<file path="config.mk">
export PLATFORM = sky130hd
export DESIGN_NAME = alu_arbiter
export DESIGN_NICKNAME = d
export VERILOG_FILES = /design/src/rtl/alu_arb_pkg.sv /design/src/rtl/alu_rr_arb.sv /design/src/rtl/alu_arbiter.sv
export SDC_FILE = /design/constraint.sdc
export NUM_CORES = 1
export LEC_CHECK = 0
export ABC_AREA = 0
export CAP_MARGIN = 20
export CORE_MARGIN = 2
export CORE_UTILIZATION = 45
export DETAILED_ROUTE_END_ITERATION = 8
export HOLD_SLACK_MARGIN = 0.12
export PLACE_DENSITY = 0.85
export SLEW_MARGIN = 20
export SYNTH_ARGS = -nofsm -noshare
export SYNTH_HDL_FRONTEND = slang
export SYNTH_SLANG_ARGS = --single-unit
</file>
<file path="constraint.sdc">
create_clock -name clk -period 4.9 [get_ports clk]
set_input_delay 0.98 -clock clk [delete_from_list [all_inputs] [get_ports clk]]
set_output_delay 0.98 -clock clk [all_outputs]
set_load 0.03 [all_outputs]
</file>
<file path="src/rtl/alu_arb_pkg.sv">
// Opcode names and FSM state encoding shared by the two-requester ALU arbiter.
package alu_arb_pkg;

  localparam logic [3:0] OP_ADD  = 4'h0;
  localparam logic [3:0] OP_SUB  = 4'h1;
  localparam logic [3:0] OP_MUL  = 4'h2;
  localparam logic [3:0] OP_DIV  = 4'h3;
  localparam logic [3:0] OP_AND  = 4'h4;
  localparam logic [3:0] OP_OR   = 4'h5;
  localparam logic [3:0] OP_XOR  = 4'h6;
  localparam logic [3:0] OP_NOT  = 4'h7;
  localparam logic [3:0] OP_SHL  = 4'h8;
  localparam logic [3:0] OP_SHR  = 4'h9;
  localparam logic [3:0] OP_ROL  = 4'hA;
  localparam logic [3:0] OP_ROR  = 4'hB;
  localparam logic [3:0] OP_CMP  = 4'hC;
  localparam logic [3:0] OP_MIN  = 4'hD;
  localparam logic [3:0] OP_MAX  = 4'hE;
  localparam logic [3:0] OP_PASS = 4'hF;

  localparam logic [7:0] DIV_ZERO_DATA = 8'hFF;
  localparam logic [7:0] DIV_OFF_DATA  = 8'h00;

  typedef enum logic [1:0] {
    S_IDLE = 2'd0,
    S_EXEC = 2'd1,
    S_RESP = 2'd2
  } state_e;

  function automatic logic is_muldiv(input logic [3:0] code);
    return (code == OP_MUL) || (code == OP_DIV);
  endfunction

endpackage

</file>
<file path="src/rtl/alu_rr_arb.sv">
// Two-way round-robin arbiter; last_q holds the previous winner so a tie goes
// to the other requester. Grants only while en_i is high.
module alu_rr_arb (
  input  logic       clk,
  input  logic       rst_n,
  input  logic       en_i,
  input  logic [1:0] req_i,
  output logic [1:0] gnt_o
);

  logic last_q;

  // NOTE: every always_comb output gets a default first so no latch is inferred.
  always_comb begin
    gnt_o = 2'b00;
    if (en_i) begin
      if (req_i == 2'b11) gnt_o = last_q ? 2'b01 : 2'b10;
      else                gnt_o = req_i;
    end
  end

  // Reset value 1 makes requester 0 the first tie winner.
  always_ff @(posedge clk or negedge rst_n) begin
    if (!rst_n)                 last_q <= 1'b1;
    else if (en_i && |req_i)    last_q <= gnt_o[1];
  end

endmodule

</file>
<file path="src/rtl/alu_arbiter.sv">
// Shares one external combinational ALU between two requesters (IDLE/EXEC/RESP).
// Define ALU_ARB_DIV_EN to execute divides; otherwise code 4'h3 is rejected.
module alu_arbiter
  import alu_arb_pkg::*;
#(
  parameter int unsigned MULDIV_CYCLES = 4
) (
  input  logic       clk,
  input  logic       rst_n,
  input  logic       req0_valid,
  output logic       req0_ready,
  input  logic [7:0] req0_op1,
  input  logic [7:0] req0_op2,
  input  logic [3:0] req0_code,
  input  logic       req1_valid,
  output logic       req1_ready,
  input  logic [7:0] req1_op1,
  input  logic [7:0] req1_op2,
  input  logic [3:0] req1_code,
  output logic [7:0] alu_op1,
  output logic [7:0] alu_op2,
  output logic [3:0] alu_code,
  input  logic [7:0] alu_out,
  output logic       rsp_valid,
  output logic       rsp_id,
  output logic [7:0] rsp_data,
  output logic       rsp_err,
  input  logic       rsp_ready,
  output logic       busy
);

`ifdef ALU_ARB_DIV_EN
  localparam bit DIV_EN = 1'b1;
`else
  localparam bit DIV_EN = 1'b0;
`endif

  // Counter is loaded with the remaining cycles after the first EXEC cycle.
  localparam logic [3:0] MULDIV_LAST = 4'(MULDIV_CYCLES - 1);

  state_e     state_q;
  logic [3:0] cnt_q;
  logic [7:0] op1_q, op2_q;
  logic [3:0] code_q;
  logic       id_q;
  logic [7:0] rsp_data_q;
  logic       rsp_err_q;

  logic [1:0] gnt;
  logic       accept;
  logic [7:0] sel_op1, sel_op2;
  logic [3:0] sel_code;

  alu_rr_arb u_arb (
    .clk   (clk),
    .rst_n (rst_n),
    .en_i  (state_q == S_IDLE),
    .req_i ({req1_valid, req0_valid}),
    .gnt_o (gnt)
  );

  assign req0_ready = gnt[0];
  assign req1_ready = gnt[1];
  assign accept     = |gnt;

  always_comb begin
    sel_op1  = req0_op1;
    sel_op2  = req0_op2;
    sel_code = req0_code;
    if (gnt[1]) begin
      sel_op1  = req1_op1;
      sel_op2  = req1_op2;
      sel_code = req1_code;
    end
  end

  // NOTE: sequential state uses <= so every register samples pre-edge values.
  always_ff @(posedge clk or negedge rst_n) begin
    if (!rst_n) begin
      state_q    <= S_IDLE;
      cnt_q      <= 4'd0;
      op1_q      <= 8'h00;
      op2_q      <= 8'h00;
      code_q     <= 4'h0;
      id_q       <= 1'b0;
      rsp_data_q <= 8'h00;
      rsp_err_q  <= 1'b0;
    end else begin
      unique case (state_q)
        S_IDLE: begin
          if (accept) begin
            op1_q  <= sel_op1;
            op2_q  <= sel_op2;
            code_q <= sel_code;
            id_q   <= gnt[1];
            if (sel_code == OP_DIV && !DIV_EN) begin
              rsp_data_q <= DIV_OFF_DATA;
              rsp_err_q  <= 1'b1;
              state_q    <= S_RESP;
            end else if (sel_code == OP_DIV && sel_op2 == 8'h00) begin
              rsp_data_q <= DIV_ZERO_DATA;
              rsp_err_q  <= 1'b1;
              state_q    <= S_RESP;
            end else begin
              cnt_q   <= is_muldiv(sel_code) ? MULDIV_LAST : 4'd0;
              state_q <= S_EXEC;
            end
          end
        end
        S_EXEC: begin
          if (cnt_q == 4'd0) begin
            rsp_data_q <= alu_out;
            rsp_err_q  <= 1'b0;
            state_q    <= S_RESP;
          end else begin
            cnt_q <= cnt_q - 4'd1;
          end
        end
        S_RESP: begin
          if (rsp_ready) state_q <= S_IDLE;
        end
        default: state_q <= S_IDLE;
      endcase
    end
  end

  assign alu_op1   = (state_q == S_EXEC) ? op1_q  : 8'h00;
  assign alu_op2   = (state_q == S_EXEC) ? op2_q  : 8'h00;
  assign alu_code  = (state_q == S_EXEC) ? code_q : 4'h0;
  assign rsp_valid = (state_q == S_RESP);
  assign rsp_id    = id_q;
  assign rsp_data  = rsp_data_q;
  assign rsp_err   = rsp_err_q;
  assign busy      = (state_q != S_IDLE);

endmodule

</file>
==> impl_metrics.toml <==
[timing]
rsz0062_at_grt = "no"
finClkSkew_ns = 0.00872
final_max_slew_viol_count = 0
min_period_ns = 3.99
fmax_mhz = 251
final_hold_viol_count = 0
slew_headroom = 0.450
period_share = 0.814
fin_setup_tns_ns = 0
setup_viol = 0
tightest_slew_ns = 0.825

[global_route]
globalRouteMet3Util = 0.0707
antenna_found_initial = 0
grt_pass1_wl_mm = 8.42
met1_usage = 0.263
top_usage_layer = "met2"
grtUsageMet2 = 0.360
gr-total-overflow = 0
grt_usage = 0.213
grt_max_degree = 44
grt_pass1_vias = 1848

[placement]
place_inst = 353
dp_hpwl_mm = 3.51
gp_congestion = 0.801
port_buffers = 86
placed_area_mm2 = 0.00286

[final_layout]
fill_cells = 361
fin_area_mm2 = 0.00295
final_util = 0.686
syn_to_final_growth_pct = 49.8
instances_no_fill = 362
diodes = 0
nNetsFinal = 364
layout-drive-gt1-share = 0.0677
final_cell_mix = "clkdlybuf4s50_1 (85), nand2_1 (43), dfrtp_1 (36), nor2_1 (26), and2_1 (20)"
layout_commonest_cell = "clkdlybuf4s50_1"

[pwr]
peakVddDrop_mv = 0.269
power_leakage_uw = 0.00132
power_uw = 2150
p_per_area_mw_per_mm2 = 728

[logic_synthesis]
postSynthCellCount = 225
synth_top_family_by_area = "simple AND/OR/NAND/NOR gates"
synth_fa_ha_area_frac = 0.0127
syn_area_per_cell_um2 = 8.74
synth_area_mm2 = 0.00197
yosysWarnings = 0
synth_compound_area_frac = 0.163
ys_seq_area_frac = 0.471
syn_nets = 280
synth_cell_types = 34
muxShareOfSynthArea = 0.0515
yosys.area_share.simple = 0.242
ys_ff_latch = 37
synthXorXnorAreaFrac = 0

[clock_network]
cts_hold_buf = 0
clk_path_buf_depth = 2
path_clk_slew_ns = 0.07
postCtsSetupBuffers = 0
cts-htree-levels = 2
cts_buffers = 5
cts_root_buf = "clkbuf_8"
cts.sinks = 37
post_cts_resized = 0
cts_tree = "done"
clock_latency_ns = 0.28

[setup_path]
crit_type = "primary input to output pin"
cp.required_ns = 3.92
startpoint_type = "primary input"
arrival_ns = 3.01
cp_max_fo = 24
worst_setup_path_end_kind = "output pin"

[routing]
dr.pass1.iters = 6
num_vias = 1885
drt-initial-drc-count = 135
wl_per_cell_um = 13.1
totalWireLength_mm = 4.74
drc_errors = 0
vias_per_cell = 5.21
antenna_left = 0

[floorplan]
fp.dieW_um = 70.1
start_util = 0.458
dieHeight_um = 70.1
die-area_mm2 = 0.00492
rows = 24
core_area_mm2 = 0.00429
ios = 87

[flow_run]
maxCapViolCount = 0

[run_status]
run_status = "completed"

[worst_hold_path]
hp-class = "register to register"
-- where the power goes --
part / leakage, uW / internal (uW) / switching (uW)
Sequential: 0.000419 / 464 / 94.4
Clock: 0.0000395 / 101 / 98.3
Combinational: 0.000857 / 593 / 796
-- worst max-delay path, cell delays in order --
cell and delay [ns]:
clkdlybuf4s50_1 0.50, a211oi_4 0.30, nand2_2 0.36, inv_1 0.18
clkdlybuf4s50_1 0.69
-- cell type report --
| type | instances | area [um^2] | area share |
|---|---|---|---|
| sequential | 37 | 927 | 0.315 |
| timing repair buffer | 90 | 883 | 0.300 |
| inverter | 16 | 60.1 | 0.0204 |
| multi-input combinational | 159 | 931 | 0.316 |
| clock buffer | 8 | 80.1 | 0.0272 |
| tap | 52 | 65.1 | 0.0221 |
-- path summary, 6_finish.rpt --
path | startpoint | depth (start not counted) | end | slack (ns)
setup / recovery | req0_valid | 5 | req1_ready | 0.91
min in group asynchronous | rst_n | 1 | code_q[0] | 0.78
max in group asynchronous | rst_n | 1 | rsp_data[5] | 3.58
hold / removal | rsp_id | 2 | rsp_id | 0.48
setup reg to reg | u_arb.last_q | 8 | rsp_data[6] | 2.18
hold reg to reg | rsp_id | 2 | rsp_id | 0.48
-- stage by stage --
| stage | hold WS [ns] | setup slack [ns] |
|---|---|---|
| final | 0.484 | 0.911 |
| after global routing | 0.525 | 0.778 |
| after CTS | 0.491 | 0.904 |
| after detailed placement | 0.474 | 0.916 |
| after global placement | 0.467 | 0.980 |
| after floorplan | 0.458 | 2.18 |
-- routing by layer --
metal	part of all wire	wire, um	up-vias
met5	0	0	-
met4	0	0	0
met3	0.073	346	0
met2	0.50	2380	76
met1	0.42	2010	891
li1	-	-	918
-- kinds of logic after synthesis --
group	after synthesis
AOI/OAI and AO/OA	44
adders and majority gates	2
buffers and inverters	29
DFF	37
muxes	10
and+or+nand+nor	103
-- flip-flops by register name (all words and copies together), names as in the netlist --
| register | flops |
|---|---|
| cnt_q | 4 |
| op1_q | 8 |
| u_arb.last_q | 1 |
| op2_q | 8 |
| rsp_err | 1 |
| state_q | 2 |
| code_q | 4 |
| rsp_data | 8 |
| rsp_id | 1 |
-- Yosys cell counts --
cell type  number  area (um^2)
a211oi_2        1         12.5
a211oi_4        2         40.0
a21o_1          1         7.51
a21oi_1        11         55.1
a221o_1         1         10.0
a221oi_1        1         8.76
a22oi_1         1         7.51
a311oi_2        1         15.0
a31o_2          1         8.76
a31oi_1        19          119
a31oi_2         1         12.5
and2_1         20          125
and3_1          3         18.8
buf_2           3         15.0
buf_4           1         7.51
clkbuf_1        9         33.8
dfrtp_1        36          901
dfstp_2         1         26.3
ha_1            2         25.0
inv_1          16         60.1
mux2_2          1         11.3
mux2i_1         9         90.1
nand2_1        43          161
nand2_2         1         6.26
nand2b_1        1         6.26
nand4bb_1       1         11.3
nor2_1         26         97.6
nor2_2          1         6.26
nor2b_1         2         12.5
nor3_1          2         10.0
nor3b_1         2         15.0
nor4_1          1         6.26
o21ai_0         3         15.0
o2bb2ai_1       1         8.76
Note: power is estimated with default switching activity, not from simulation.
